### src/rtl/ps2_keyboard_rx_fifo_pkg.sv
// Shared constants and types for the PS/2 keyboard receiver: prefix codes,
// receiver state encoding and the buffered key-word layout.
package ps2_pkg;

    localparam logic [7:0] PS2_EXT = 8'hE0;
    localparam logic [7:0] PS2_BRK = 8'hF0;

    localparam int unsigned BRK_BIT = 9;
    localparam int unsigned EXT_BIT = 8;
    localparam int unsigned KEY_W   = 10;

    typedef enum logic [1:0] {
        ST_IDLE   = 2'd0,
        ST_DATA   = 2'd1,
        ST_PARITY = 2'd2,
        ST_STOP   = 2'd3
    } ps2_state_e;

    // Field order matches BRK_BIT/EXT_BIT: {break, extended, code}
    typedef struct packed {
        logic       brk;
        logic       ext;
        logic [7:0] code;
    } key_word_t;

endpackage

### src/rtl/ps2_keyboard_rx_fifo_if.sv
// Consumer-side bus of the PS/2 receiver: FIFO pop/clear controls, head word and status.
interface ps2_keyboard_rx_fifo_if;

    logic              rd_en;
    logic              clr_err;
    ps2_pkg::key_word_t data_out;
    logic              ready;
    logic              overflow;
    logic              parity_err;
    logic              frame_err;

    modport master (
        output rd_en, clr_err,
        input  data_out, ready, overflow, parity_err, frame_err
    );

    modport slave (
        input  rd_en, clr_err,
        output data_out, ready, overflow, parity_err, frame_err
    );

endinterface

### src/rtl/ps2_keyboard_rx_fifo_sync_filter.sv
// Synchronises raw ps2_clk/ps2_data, de-glitches the clock with a run-length filter
// and emits a one-cycle strobe with the aligned data sample on each filtered falling edge.
module ps2_sync_filter #(
    parameter int unsigned SYNC_STAGES = 2,
    parameter int unsigned FILTER_LEN  = 4
) (
    input  logic clk,
    input  logic rst,
    input  logic ps2_clk_i,
    input  logic ps2_data_i,
    output logic data_o,
    output logic fall_o
);

    logic [SYNC_STAGES-1:0] clk_sync_q;
    logic [SYNC_STAGES-1:0] data_sync_q;
    logic [FILTER_LEN-1:0]  hist_q;
    logic [FILTER_LEN-1:0]  hist_d;
    logic                   filt_q;
    logic                   filt_d;
    logic                   fall_q;
    logic                   data_q;

    // Filtered clock only moves once the last FILTER_LEN samples all agree
    always_comb begin
        hist_d = {hist_q[FILTER_LEN-2:0], clk_sync_q[SYNC_STAGES-1]};
        filt_d = filt_q;
        if (hist_d == '0) begin
            filt_d = 1'b0;
        end else if (hist_d == '1) begin
            filt_d = 1'b1;
        end
    end

    always_ff @(posedge clk or posedge rst) begin
        if (rst) begin
            clk_sync_q  <= '1;
            data_sync_q <= '1;
            hist_q      <= '1;
            filt_q      <= 1'b1;
            fall_q      <= 1'b0;
            data_q      <= 1'b1;
        end else begin
            clk_sync_q  <= {clk_sync_q[SYNC_STAGES-2:0], ps2_clk_i};
            data_sync_q <= {data_sync_q[SYNC_STAGES-2:0], ps2_data_i};
            hist_q      <= hist_d;
            filt_q      <= filt_d;
            fall_q      <= filt_q & ~filt_d;
            data_q      <= data_sync_q[SYNC_STAGES-1];
        end
    end

    assign data_o = data_q;
    assign fall_o = fall_q;

endmodule

### src/rtl/ps2_keyboard_rx_fifo.sv
// PS/2 keyboard receiver: deframes 11-bit frames, folds E0/F0 prefixes into
// {break, extended, code} key words and buffers them in a show-ahead FIFO.
module ps2_keyboard_rx_fifo
    import ps2_pkg::*;
#(
    parameter int unsigned SYNC_STAGES = 2,
    parameter int unsigned FILTER_LEN  = 4,
    parameter int unsigned FIFO_DEPTH  = 8,
    parameter int unsigned TIMEOUT_CYC = 50000
) (
    input  logic                  clk,
    input  logic                  rst,
    input  logic                  ps2_clk,
    input  logic                  ps2_data,
    ps2_keyboard_rx_fifo_if.slave bus
);

    localparam int unsigned PTR_W = $clog2(FIFO_DEPTH);
    localparam int unsigned CNT_W = PTR_W + 1;
    localparam int unsigned TMO_W = $clog2(TIMEOUT_CYC);

    logic             data_s;
    logic             fall_s;

    ps2_state_e       state_q;
    logic [7:0]       shift_q;
    logic [2:0]       bit_cnt_q;
    logic             par_q;
    logic [TMO_W-1:0] tmo_q;
    logic             brk_q;
    logic             ext_q;
    logic             good_q;
    logic [7:0]       code_q;
    logic             perr_q;
    logic             ferr_q;
    logic             par_ok_c;

    key_word_t        mem_q [FIFO_DEPTH];
    logic [PTR_W-1:0] rd_ptr_q, rd_ptr_d;
    logic [PTR_W-1:0] wr_ptr_q, wr_ptr_d;
    logic [CNT_W-1:0] count_q, count_d;
    key_word_t        data_q, data_d;
    logic             ready_q;
    logic             ovf_q, ovf_d;
    logic             push_c, pop_c, full_c, wr_ok_c, drop_c;
    key_word_t        wdata_c;

    ps2_sync_filter #(
        .SYNC_STAGES (SYNC_STAGES),
        .FILTER_LEN  (FILTER_LEN)
    ) u_sync (
        .clk        (clk),
        .rst        (rst),
        .ps2_clk_i  (ps2_clk),
        .ps2_data_i (ps2_data),
        .data_o     (data_s),
        .fall_o     (fall_s)
    );

    assign par_ok_c = ^shift_q ^ par_q;

    // Frame FSM, timeout supervisor and prefix decoder
    always_ff @(posedge clk or posedge rst) begin
        if (rst) begin
            state_q   <= ST_IDLE;
            shift_q   <= '0;
            bit_cnt_q <= '0;
            par_q     <= 1'b0;
            tmo_q     <= '0;
            brk_q     <= 1'b0;
            ext_q     <= 1'b0;
            good_q    <= 1'b0;
            code_q    <= '0;
            perr_q    <= 1'b0;
            ferr_q    <= 1'b0;
        end else begin
            perr_q <= 1'b0;
            ferr_q <= 1'b0;
            good_q <= 1'b0;

            if (good_q) begin
                if (code_q == PS2_EXT) begin
                    ext_q <= 1'b1;
                end else if (code_q == PS2_BRK) begin
                    brk_q <= 1'b1;
                end else begin
                    brk_q <= 1'b0;
                    ext_q <= 1'b0;
                end
            end

            if (state_q == ST_IDLE || fall_s) begin
                tmo_q <= '0;
            end else begin
                tmo_q <= tmo_q + TMO_W'(1);
            end

            if (fall_s) begin
                case (state_q)
                    ST_IDLE: begin
                        if (!data_s) begin
                            state_q   <= ST_DATA;
                            bit_cnt_q <= '0;
                        end else begin
                            ferr_q <= 1'b1;
                        end
                    end
                    ST_DATA: begin
                        shift_q   <= {data_s, shift_q[7:1]};
                        bit_cnt_q <= bit_cnt_q + 3'd1;
                        if (bit_cnt_q == 3'd7) begin
                            state_q <= ST_PARITY;
                        end
                    end
                    ST_PARITY: begin
                        par_q   <= data_s;
                        state_q <= ST_STOP;
                    end
                    ST_STOP: begin
                        state_q <= ST_IDLE;
                        if (data_s && par_ok_c) begin
                            good_q <= 1'b1;
                            code_q <= shift_q;
                        end else begin
                            ferr_q <= ~data_s;
                            perr_q <= ~par_ok_c;
                            brk_q  <= 1'b0;
                            ext_q  <= 1'b0;
                        end
                    end
                    default: state_q <= ST_IDLE;
                endcase
            end else if (state_q != ST_IDLE && tmo_q == TMO_W'(TIMEOUT_CYC - 1)) begin
                state_q <= ST_IDLE;
                ferr_q  <= 1'b1;
                brk_q   <= 1'b0;
                ext_q   <= 1'b0;
            end
        end
    end

    // FIFO control; a pop frees the slot a simultaneous push needs even when full
    always_comb begin
        push_c  = good_q && (code_q != PS2_EXT) && (code_q != PS2_BRK);
        wdata_c = '{brk: brk_q, ext: ext_q, code: code_q};
        pop_c   = bus.rd_en && (count_q != '0);
        full_c  = (count_q == CNT_W'(FIFO_DEPTH));
        wr_ok_c = push_c && (!full_c || pop_c);
        drop_c  = push_c && full_c && !pop_c;

        rd_ptr_d = pop_c   ? rd_ptr_q + PTR_W'(1) : rd_ptr_q;
        wr_ptr_d = wr_ok_c ? wr_ptr_q + PTR_W'(1) : wr_ptr_q;
        count_d  = count_q + CNT_W'(wr_ok_c) - CNT_W'(pop_c);
        ovf_d    = (ovf_q && !bus.clr_err) || drop_c;

        data_d = '0;
        if (count_d != '0) begin
            if (wr_ok_c && rd_ptr_d == wr_ptr_q) begin
                data_d = wdata_c;
            end else begin
                data_d = mem_q[rd_ptr_d];
            end
        end
    end

    always_ff @(posedge clk) begin
        if (wr_ok_c) begin
            mem_q[wr_ptr_q] <= wdata_c;
        end
    end

    always_ff @(posedge clk or posedge rst) begin
        if (rst) begin
            rd_ptr_q <= '0;
            wr_ptr_q <= '0;
            count_q  <= '0;
            data_q   <= '0;
            ready_q  <= 1'b0;
            ovf_q    <= 1'b0;
        end else begin
            rd_ptr_q <= rd_ptr_d;
            wr_ptr_q <= wr_ptr_d;
            count_q  <= count_d;
            data_q   <= data_d;
            ready_q  <= (count_d != '0);
            ovf_q    <= ovf_d;
        end
    end

    assign bus.data_out   = data_q;
    assign bus.ready      = ready_q;
    assign bus.overflow   = ovf_q;
    assign bus.parity_err = perr_q;
    assign bus.frame_err  = ferr_q;

endmodule

### src/flat_wrapper.sv
// flat-port wrapper written by rule: the top's interface ports become plain ports
module ps2_keyboard_rx_fifo_flat import ps2_pkg::*;
#(
    parameter int unsigned SYNC_STAGES = 2,
    parameter int unsigned FILTER_LEN  = 4,
    parameter int unsigned FIFO_DEPTH  = 8,
    parameter int unsigned TIMEOUT_CYC = 50000
)
  (clk, rst, ps2_clk, ps2_data, bus_rd_en, bus_clr_err, bus_data_out, bus_ready, bus_overflow, bus_parity_err, bus_frame_err);
  ps2_keyboard_rx_fifo_if bus_i ();
  input  logic clk;
  input  logic rst;
  input  logic ps2_clk;
  input  logic ps2_data;
  input wire logic [$bits(bus_i.rd_en)-1:0] bus_rd_en;
  input wire logic [$bits(bus_i.clr_err)-1:0] bus_clr_err;
  output wire logic [$bits(bus_i.data_out)-1:0] bus_data_out;
  output wire logic [$bits(bus_i.ready)-1:0] bus_ready;
  output wire logic [$bits(bus_i.overflow)-1:0] bus_overflow;
  output wire logic [$bits(bus_i.parity_err)-1:0] bus_parity_err;
  output wire logic [$bits(bus_i.frame_err)-1:0] bus_frame_err;
  assign bus_i.rd_en = bus_rd_en;
  assign bus_i.clr_err = bus_clr_err;
  assign bus_data_out = bus_i.data_out;
  assign bus_ready = bus_i.ready;
  assign bus_overflow = bus_i.overflow;
  assign bus_parity_err = bus_i.parity_err;
  assign bus_frame_err = bus_i.frame_err;
  ps2_keyboard_rx_fifo #(.SYNC_STAGES(SYNC_STAGES), .FILTER_LEN(FILTER_LEN), .FIFO_DEPTH(FIFO_DEPTH), .TIMEOUT_CYC(TIMEOUT_CYC)) u_core (.clk(clk), .rst(rst), .ps2_clk(ps2_clk), .ps2_data(ps2_data), .bus(bus_i));
endmodule
### config.mk
export PLATFORM = sky130hd
export DESIGN_NAME = ps2_keyboard_rx_fifo_flat
export DESIGN_NICKNAME = d
export VERILOG_FILES = /design/src/rtl/ps2_keyboard_rx_fifo_pkg.sv /design/src/rtl/ps2_keyboard_rx_fifo_if.sv /design/src/rtl/ps2_keyboard_rx_fifo_sync_filter.sv /design/src/rtl/ps2_keyboard_rx_fifo.sv /design/src/flat_wrapper.sv
export SDC_FILE = /design/constraint.sdc
export NUM_CORES = 1
export LEC_CHECK = 0
export BUFFER_PORTS_ARGS = -buffer_cell sky130_fd_sc_hd__buf_2
export CORE_AREA = 5 5 170 90
export CTS_BUF_LIST = sky130_fd_sc_hd__clkbuf_4 sky130_fd_sc_hd__clkbuf_8
export CTS_CLUSTER_DIAMETER = 80
export DETAILED_ROUTE_END_ITERATION = 10
export DIE_AREA = 0 0 175 95
export PLACE_DENSITY = 0.74
export RECOVER_POWER = 25
export SETUP_SLACK_MARGIN = 0.05
export SLEW_MARGIN = 20
export SYNTH_ARGS = -nofsm -noshare
export SYNTH_HDL_FRONTEND = slang
export SYNTH_SLANG_ARGS = --single-unit
### constraint.sdc
create_clock -name clk -period 3.35 [get_ports clk]
set_input_delay 0.5025 -clock clk [delete_from_list [all_inputs] [get_ports clk]]
set_output_delay 0.5025 -clock clk [all_outputs]
set_load 0.02 [all_outputs]
Word-level counts from Yosys, hierarchy flattened
Memory sizes are Yosys's and may differ from the RTL's.
Index checks and enable logic that the tools add are counted.
{"block": "op_classes", "n_reduce_logical": 29, "add_sub_neg": 6, "eq_ne": 15, "bitwise": 5, "n_mux": 40}
{"op": "$mux W1", "n": 28}
{"op": "$mux W10", "n": 2}
{"op": "$add A16 B1 Y16 const B", "n": 1}
{"op": "$eq A16 B16 Y1 const B", "n": 1}
{"op": "$eq A8 B8 Y1 const B", "n": 2}
{"op": "$mux W16", "n": 1}
{"op": "$ne A8 B8 Y1 const B", "n": 2}
{"op": "$logic_and A1 B1 Y1", "n": 10}
{"op": "$add A3 B1 Y3 const B", "n": 3}
{"op": "$reduce_and A3 Y1", "n": 3}
{"op": "$eq A4 B4 Y1 const B", "n": 2}
{"op": "$mux W2", "n": 4}
{"op": "$pmux W2 S4", "n": 1}
{"op": "$reduce_bool A4 Y1", "n": 2}
{"op": "$reduce_xor A8 Y1", "n": 1}
{"op": "$mux W3", "n": 2}
{"op": "$pmux W3 S2", "n": 1}
{"op": "$reduce_bool A2 Y1", "n": 3}
{"op": "$add A4 B1 Y4", "n": 1}
{"op": "$eq A2 B2 Y1 const B", "n": 2}
{"op": "$logic_not A4 Y1", "n": 1}
{"op": "$reduce_and A2 Y1", "n": 2}
{"op": "$sub A4 B1 Y4", "n": 1}
{"op": "$eq A3 B3 Y1", "n": 1}
{"op": "12 further kinds", "n": 18}
{"block": "word_totals", "memories": 1, "ram_bits": 80, "elab_cells": 121, "output_inout_bits": 14, "inputBits": 6, "ff_bits": 75}
{"memory": "u_core.mem_q", "words": 8, "width": 10, "read_ports": 1, "rd_clocked_by_memory_dff": 0, "wr": 1, "line_no": "ps2_keyboard_rx_fifo.sv:38", "text": "key_word_t mem_q [FIFO_DEPTH];"}

Longest topological paths before layout
Gate-level depths: netlist of run 1.
{"block": "depth", "ltp_word": 8, "depth_mapped": 17, "depth_no_buf": 15}

Modules after synthesis
A second synthesis of run 1 with hierarchy kept.
{"block": "hier_totals", "hier_cells": 584, "area_unflattened_um2": 7253.2}
{"mod": "ps2_keyboard_rx_fifo", "cells_each": 568, "area_per_inst_um2": 6949.2, "n_inst": 1}
{"mod": "ps2_sync_filter", "cells_each": 16, "area_per_inst_um2": 304.0, "n_inst": 1}

Worst setup path before layout of run 1
OpenSTA, ideal clock, no wires.
{"block": "synth_timing", "kind": "reg-to-reg", "start": "reg u_core.count_q[2]", "end": "reg u_core.data_q, in the netlist u_core.bus.data_out[0]", "setup_slack_ns": -0.114, "path_buffers": 3, "setup_ns": 0.132, "path_stages_with_launch": 17, "arrival_ns": 3.332, "path_cell_list": "dfrtp_1 > inv_1 > ha_1 > or3b_1 > buf_6 > nand2_2 > buf_4 > inv_1 > ha_1 > inv_1 > ha_1 > inv_1 > fa_1 > inv_1 > nor4b_1 > clkbuf_1 > nor2_1"}
{"item": "start: declaration", "line_no": "ps2_keyboard_rx_fifo.sv:41", "text": "logic [CNT_W-1:0] count_q, count_d;"}
{"item": "start signal: assignment", "line_no": "ps2_keyboard_rx_fifo.sv:183", "text": "count_q <= count_d;"}
{"item": "end signal: assignment", "line_no": "ps2_keyboard_rx_fifo.sv:184", "text": "data_q <= data_d;"}
{"item": "end: declaration", "line_no": "ps2_keyboard_rx_fifo.sv:42", "text": "key_word_t data_q, data_d;"}

==> results.txt, run 1 <==
status - finished clean
Int Power - 3730 µW
total core area - 0.0139 mm²
CP delay by family, top - adder cells
Worst Skew - 0.0155 ns
Leakage - 0.00343 µW
number of diodes - 0
worst reg2reg path depth - 15
Final Non-Filler Cells - 794
Worst EP arrival - 3.43 ns
pin count of the biggest net entering global routing - 42
Sw Pwr - 1930 µW
die span in x - 175 µm
die height - 95 µm
CTS H-tree lvls - 4
mapped cell area - 0.00738 mm²
Fillers - 1088
crit start category - flip-flop
power per cell area - 690 mW/mm²
Vias - 4479
worst-path cell chain - inv_1, ha_1, or3b_1, nand2_2, inv_1, ha_1, inv_1, ha_1, inv_1, fa_1, xor2_1, inv_1, nor4b_2, buf_4, nor2_1
worst hold path type - input port to flip-flop
DRT Pass-1 Iters - 5
syn_nets - 578
area delta synth->final - 11.2%
CP peak stage delay - 0.39 ns
YS warnings - 0
WP buf/inv - 6
first-pass GRT wire length - 25.1 mm
minimum clock period - 3.12 ns
Final Slew Violations - 0
Comb power frac - 36.4%
worst relative slew slack - 42.2%
Avg Inst Size Synth - 13.3 µm²
hold depth - 1
Sw Ratio - 34.0%
worst r2r dst - u_core.bus.data_out[1]$_DFF_PP0_
Yosys cell types - 53
TritonCTS clock tree - done
Max Cap Viol - 0
RSZ-0062 raised after global routing - false
Max FO, Critical Path - 10
cell mode on critical path - inv_1
initial drt markers - 428
Design Power - 5660 µW
period utilisation layout - 93.2%
total track usage - 20.0%
grt ovf - 0
drt wl/cell - 19.6 µm
Cells after Synth - 556
CP Class - flip-flop to flip-flop
die area - 0.0166 mm²
number of remaining DRC errors - 0
Fin Setup TNS - 0 ns
Hold Crit Endpoint - u_core.u_sync.data_sync_q[0]$_DFF_PP1_
min-delay src - ps2_data
dpl cells - 762
antenna viol nets, final - 0
FFs w/ async S/R, synth - 48.4%
CTS root buf - clkbuf_8
clock-pin slew on the worst setup and hold paths - 0.09 ns
DP HPWL - 11.0 mm
final hold vios - 0
Finished Core Util - 59.1%
Yosys reg bits - 155
main flop type after synthesis - edfxtp_1
Final nets - 622
Ports - 20
layout cells sized above 1 - 17.9%
vias in the first global route - 4506
sequential area share after synthesis - 58.2%
gpl congestion - 0.810
clk_lat worst skew - 0.44 ns
Slew @ Worst Pin - 0.866 ns
number of synthesized flops with an enable pin - 80
kind of end point of the critical path - flip-flop
fmax - 320 MHz
final wirelength - 15.6 mm
IO buf count - 19
# clock sinks - 155
Max VDD drop - 0.512 mV
clock tree buffer depth - 2
Hold Slack - 0.158 ns
antenna violations before repair - 0
Via density - 5.64
Worst path slowest cell - or3b_1
RR Startpoint - u_core.count_q[2]$_DFF_PP0_
Worst EP required - 3.65 ns
sequential share of power - 39.0%
FP Rows - 31
clock buffer count from CTS - 17
worst reg2reg setup slack - 0.23 ns
Initial Utilization - 53.1%
Clock power frac - 24.7%
Setup violations, final - 0
through the flow:
| step | setup WS (ns) | cell area [µm²] |
|---|---|---|
| after CTS | 0.206 | 8220 |
| after floorplan | 0.0626 | 7390 |
| after global routing | 0.0539 | 8200 |
| final | 0.228 | 8200 |
| after global placement | 0.318 | 7830 |
| after detailed placement | 0.231 | 7830 |
Yosys cell counts, types with 2 or more instances:
cell type | number | share of area (%)
o21ai_0 | 7 | 0.47
and2_1 | 4 | 0.34
nand3b_1 | 2 | 0.20
nor3_1 | 6 | 0.41
a21o_1 | 2 | 0.20
mux4_2 | 9 | 2.7
dfstp_2 | 9 | 3.2
dfrtp_1 | 66 | 22
ha_1 | 15 | 2.5
clkbuf_1 | 11 | 0.56
mux2i_1 | 125 | 17
and3_1 | 2 | 0.17
or3_1 | 3 | 0.25
nand2b_1 | 6 | 0.51
buf_1 | 6 | 0.31
nor2b_1 | 4 | 0.34
nand3_1 | 11 | 0.75
xor2_1 | 9 | 1.1
o31ai_1 | 2 | 0.20
inv_1 | 23 | 1.2
nand4_1 | 4 | 0.34
nand2_1 | 52 | 2.6
mux2_2 | 9 | 1.4
nor4b_1 | 2 | 0.24
nor2_1 | 36 | 1.8
a21oi_1 | 8 | 0.54
xnor2_1 | 15 | 1.8
edfxtp_1 | 80 | 33
buf_4 | 3 | 0.31
buf_6 | 2 | 0.31
flip-flops by register name (all words and copies together) (netlist names), 2 cells and up:
register / cells
u_core.bit_cnt_q: 3
u_core.wr_ptr_q: 3
u_core.rd_ptr_q: 3
u_core.u_sync.hist_q: 3
u_core.u_sync.data_sync_q: 2
u_core.shift_q: 8
u_core.u_sync.clk_sync_q: 2
u_core.tmo_q: 16
u_core.count_q: 4
u_core.bus.data_out: 10
u_core.mem_q: 80
u_core.code_q: 8
u_core.state_q: 2
cell families (layout without fill, tap and decap cells):
logic type      Yosys count  after routing  synth area share, %
simple gates            142            142                 9.26
fa+ha+maj                16             16                 2.82
flops                   155            155                 58.2
mux                     143            143                 21.1
compound gates           28             28                 2.76
buf+inv                  47            104                 2.76
xor+xnor                 25             25                 3.15
layer usage:
metal / GRT usage [%] / vias up / wire (µm)
met5: 0 / - / 0
met4: 5.62 / 0 / 92
met3: 4.40 / 9 / 835
met2: 28.7 / 106 / 6700
met1: 30.6 / 2280 / 7970
li1: - / 2084 / -
how the worst max path moves through the flow:
stage	start	endpoint	slack (ns)	cells past startpoint
floorplan	u_core.count_q[2]$_DFF_PP0_	u_core.bus.data_out[9]$_DFF_PP0_	0.06	16
global placement	u_core.code_q[0]$_DFFE_PP0P_	u_core.bus.data_out[1]$_DFF_PP0_	0.32	11
detailed placement	u_core.code_q[0]$_DFFE_PP0P_	u_core.bus.data_out[9]$_DFF_PP0_	0.23	12
CTS	u_core.code_q[0]$_DFFE_PP0P_	u_core.bus.data_out[9]$_DFF_PP0_	0.21	12
global route	u_core.count_q[2]$_DFF_PP0_	u_core.bus.data_out[7]$_DFF_PP0_	0.05	15
finish	u_core.count_q[2]$_DFF_PP0_	u_core.bus.data_out[1]$_DFF_PP0_	0.23	15
worst reg2reg max path, stage by stage, from the launching register on:
cell	delay, ns
dfrtp_1	0.37
inv_1	0.11
ha_1	0.22
or3b_1	0.39
nand2_2	0.09
inv_1	0.05
ha_1	0.26
inv_1	0.05
ha_1	0.16
inv_1	0.06
fa_1	0.38
xor2_1	0.16
inv_1	0.09
nor4b_2	0.29
buf_4	0.23
nor2_1	0.06
placed cells by master, fill, tap and decap left out, types with 11 or more instances in the layout:
cell type / Yosys / routed
nand2_1: 52 / 52
clkbuf_8: 0 / 17
ha_1: 15 / 14
dfrtp_1: 66 / 65
inv_1: 23 / 22
xnor2_1: 15 / 15
nor2_1: 36 / 36
mux2i_1: 125 / 125
buf_4: 3 / 22
buf_2: 1 / 19
nand3_1: 11 / 11
edfxtp_1: 80 / 80
power groups by stage:
stage / Combinational (µW) / Clock, µW / Sequential (µW)
final: 2060 / 1390 / 2200
after floorplan: 1500 / 0 / 2290
after CTS: 2060 / 1420 / 2210
after detailed placement: 2060 / 0 / 2250
after global routing: 2210 / 1510 / 2220
after global placement: 1980 / 0 / 2240
area by class of cell:
type / count / area [µm²] / area share (%)
tap: 181 / 226 / 2.76
timing repair buffer: 48 / 303 / 3.69
clock buffer: 19 / 249 / 3.04
inverter: 24 / 90.1 / 1.10
multi-input combinational: 354 / 2900 / 35.3
clock inverter: 13 / 144 / 1.75
sequential: 155 / 4290 / 52.3
timing repair:
| action | CTS | global route |
|---|---|---|
| endpoints found under the setup margin | 0 | 5 |
| resized for setup | 0 | 1 |
| buffers inserted | 0 | 0 |
| hold buffers | 0 | 0 |
(Power assumes the default switching activity.)
==> inputs of run 2 (changes only) <==
==> constraint.sdc (replaced) <==
create_clock -name clk -period 3.8 [get_ports clk]
set_input_delay 0.57 -clock clk [delete_from_list [all_inputs] [get_ports clk]]
set_output_delay 0.57 -clock clk [all_outputs]
set_load 0.02 [all_outputs]
==> results.txt, run 2 (same netlist as run 1, synthesis figures left out) <==
Final Slew Violations - 0 (unchanged)
Ports - 20 (unchanged)
drt wl/cell - 19.6 µm (about the same)
period utilisation layout - 89.4% (-3.8 points)
status - finished clean
vias in the first global route - 4529 (+0.51%)
Fillers - 1081 (-0.64%)
final wirelength - 15.4 mm (-1.2%)
antenna viol nets, final - 0 (unchanged)
Clock power frac - 26.7% (+2.0 points)
fmax - 294 MHz (-8.1%)
Max VDD drop - 0.306 mV (-40%)
Initial Utilization - 53.1% (unchanged)
CTS root buf - clkbuf_8
gpl congestion - 0.804 (-0.75%)
layout cells sized above 1 - 17.5% (-0.39 points)
FP Rows - 31 (unchanged)
Final nets - 613 (-1.4%)
CTS resizes - 0 (unchanged)
pin count of the biggest net entering global routing - 76 (+81%)
# clock sinks - 155 (unchanged)
clk_lat worst skew - 0.43 ns (about the same)
Vias - 4517 (+0.85%)
Int Power - 3420 µW (-8.3%)
die span in x - 175 µm (unchanged)
Leakage - 0.00343 µW (-0.13%)
total core area - 0.0139 mm² (unchanged)
RSZ-0062 raised after global routing - false
clock buffer count from CTS - 17 (unchanged)
number of remaining DRC errors - 0 (unchanged)
Max FO, Critical Path - 12 (+2)
final hold vios - 0 (unchanged)
worst relative slew slack - 5.02% (-37 points)
crit start category - flip-flop
Largest register FFs - 80 (unchanged)
Comb power frac - 35.3% (-1.1 points)
die height - 95 µm (unchanged)
minimum clock period - 3.40 ns (+0.274 ns)
DP HPWL - 10.2 mm (-7.1%)
IO buf count - 19 (unchanged)
area delta synth->final - 10.8%
CTS H-tree lvls - 4 (unchanged)
kind of end point of the critical path - flip-flop
Fin Setup TNS - 0 ns (unchanged)
Worst EP required - 4.12 ns (+0.47 ns)
antenna violations before repair - 0 (unchanged)
Sw Ratio - 32.4% (-1.6 points)
CP Class - flip-flop to flip-flop
DRT Pass-1 Iters - 5 (unchanged)
clock tree buffer depth - 2 (unchanged)
number of diodes - 0 (unchanged)
Worst Slack Setup Final - 0.404 ns (+0.176 ns)
TritonCTS clock tree - done
Via density - 5.75 (+2.0%)
grt ovf - 0 (unchanged)
clock-pin slew on the worst setup and hold paths - 0.09 ns (about the same)
Design Power - 5070 µW (-10%)
total track usage - 19.7% (-0.27 points)
dpl ws - 0.398 ns (+0.168 ns)
commonest non-fill, non-tap cell in the layout - mux2i_1
cts hold-fix bufs - 0 (unchanged)
die area - 0.0166 mm² (unchanged)
commonest non-fill, non-tap cells in the layout - mux2i_1, edfxtp_1, dfrtp_1
initial drt markers - 340 (-21%)
Worst EP arrival - 3.72 ns (+0.29 ns)
power per cell area - 620 mW/mm² (-10%)
post-CTS setup buffer count - 0 (unchanged)
Max Cap Viol - 0 (unchanged)
Worst Skew - 0.0175 ns (+0.00198 ns)
worst hold path type - input port to flip-flop
first-pass GRT wire length - 24.8 mm (-1.1%)
Slew @ Worst Pin - 1.42 ns (+0.559 ns)
Sw Pwr - 1640 µW (-15%)
Top reg by flops - u_core.mem_q
Setup violations, final - 0 (unchanged)
sequential share of power - 38.0% (-1.0 points)
run 2: cell types whose count changed in the layout (fill, tap and decap cells not counted), moves of 2 or more:
cell / before / now
clkinv_1: 2 / 0
clkbuf_4: 2 / 5
buf_4: 22 / 18
bufinv_16: 2 / 4
clkbuf_1: 6 / 1
clkinv_4: 4 / 2
inv_6: 3 / 1
run 2: cell type report:
cell class	instances	area [µm²]	area share [%]
Clock buffer	22	272	3.32
Clock inverter	10	166	2.04
Inverter	24	90.1	1.10
Multi-Input combinational cell	354	2890	35.4
Sequential cell	155	4290	52.5
Tap cell	181	226	2.77
Timing Repair Buffer	39	239	2.92
run 2: worst max-delay path: stages (launching register included):
cell	delay (ns)
dfrtp_1	0.49
or4b_2	0.67
o31ai_1	0.32
nand2b_1	0.27
inv_1	0.15
ha_1	0.23
a21o_1	0.16
a21oi_1	0.18
xnor2_1	0.16
nor4b_2	0.24
buf_4	0.22
nand3b_1	0.13
o31ai_1	0.07
run 2: power groups by stage:
| stage | Clock, µW | Sequential [µW] | Combinational [µW] |
|---|---|---|---|
| 3_3_place_gp | 0 | 1960 | 1750 |
| 2_1_floorplan | 0 | 2020 | 1310 |
| 3_5_place_dp | 0 | 1960 | 1790 |
| 4_1_cts | 1370 | 1930 | 1790 |
| 5_1_grt | 1450 | 1940 | 1930 |
| 6_report | 1350 | 1920 | 1790 |
run 2: worst paths after layout:
path,cells after the start,startpoint,to,slack (ns)
max,12,u_core.code_q[3]$_DFFE_PP0P_,u_core.bus.data_out[8]$_DFF_PP0_,0.40
min,1,ps2_data,u_core.u_sync.data_sync_q[0]$_DFF_PP1_,0.22
max reg2reg,12,u_core.code_q[3]$_DFFE_PP0P_,u_core.bus.data_out[8]$_DFF_PP0_,0.40
min reg2reg,0,u_core.u_sync.data_sync_q[1]$_DFF_PP1_,u_core.u_sync.data_o$_DFF_PP1_,0.36
max in group asynchronous,4,rst,u_core.code_q[1]$_DFFE_PP0P_,1.41
min in group asynchronous,3,rst,u_core.bus.data_out[3]$_DFF_PP0_,0.43
run 2: through the flow:
step | utilization (%) | std cells | hold WS, ns | area (µm²)
detailed placement | 55.7 | 752 | 0.348 | 7740
CTS | 58.9 | 784 | 0.208 | 8180
floorplan | - | 556 | 0.345 | 7380
global placement | 55.7 | 752 | 0.345 | 7740
global route | 58.9 | 785 | 0.194 | 8180
finish | 58.9 | 785 | 0.223 | 8180
run 2: metal layers:
layer | GRT usage (%) | vias to the layer above | wire (µm)
li1 | - | 2060 | -
met1 | 29.8 | 2303 | 7800
met2 | 28.8 | 135 | 6550
met3 | 4.00 | 19 | 849
met4 | 6.14 | 0 | 197
met5 | 0 | - | 0
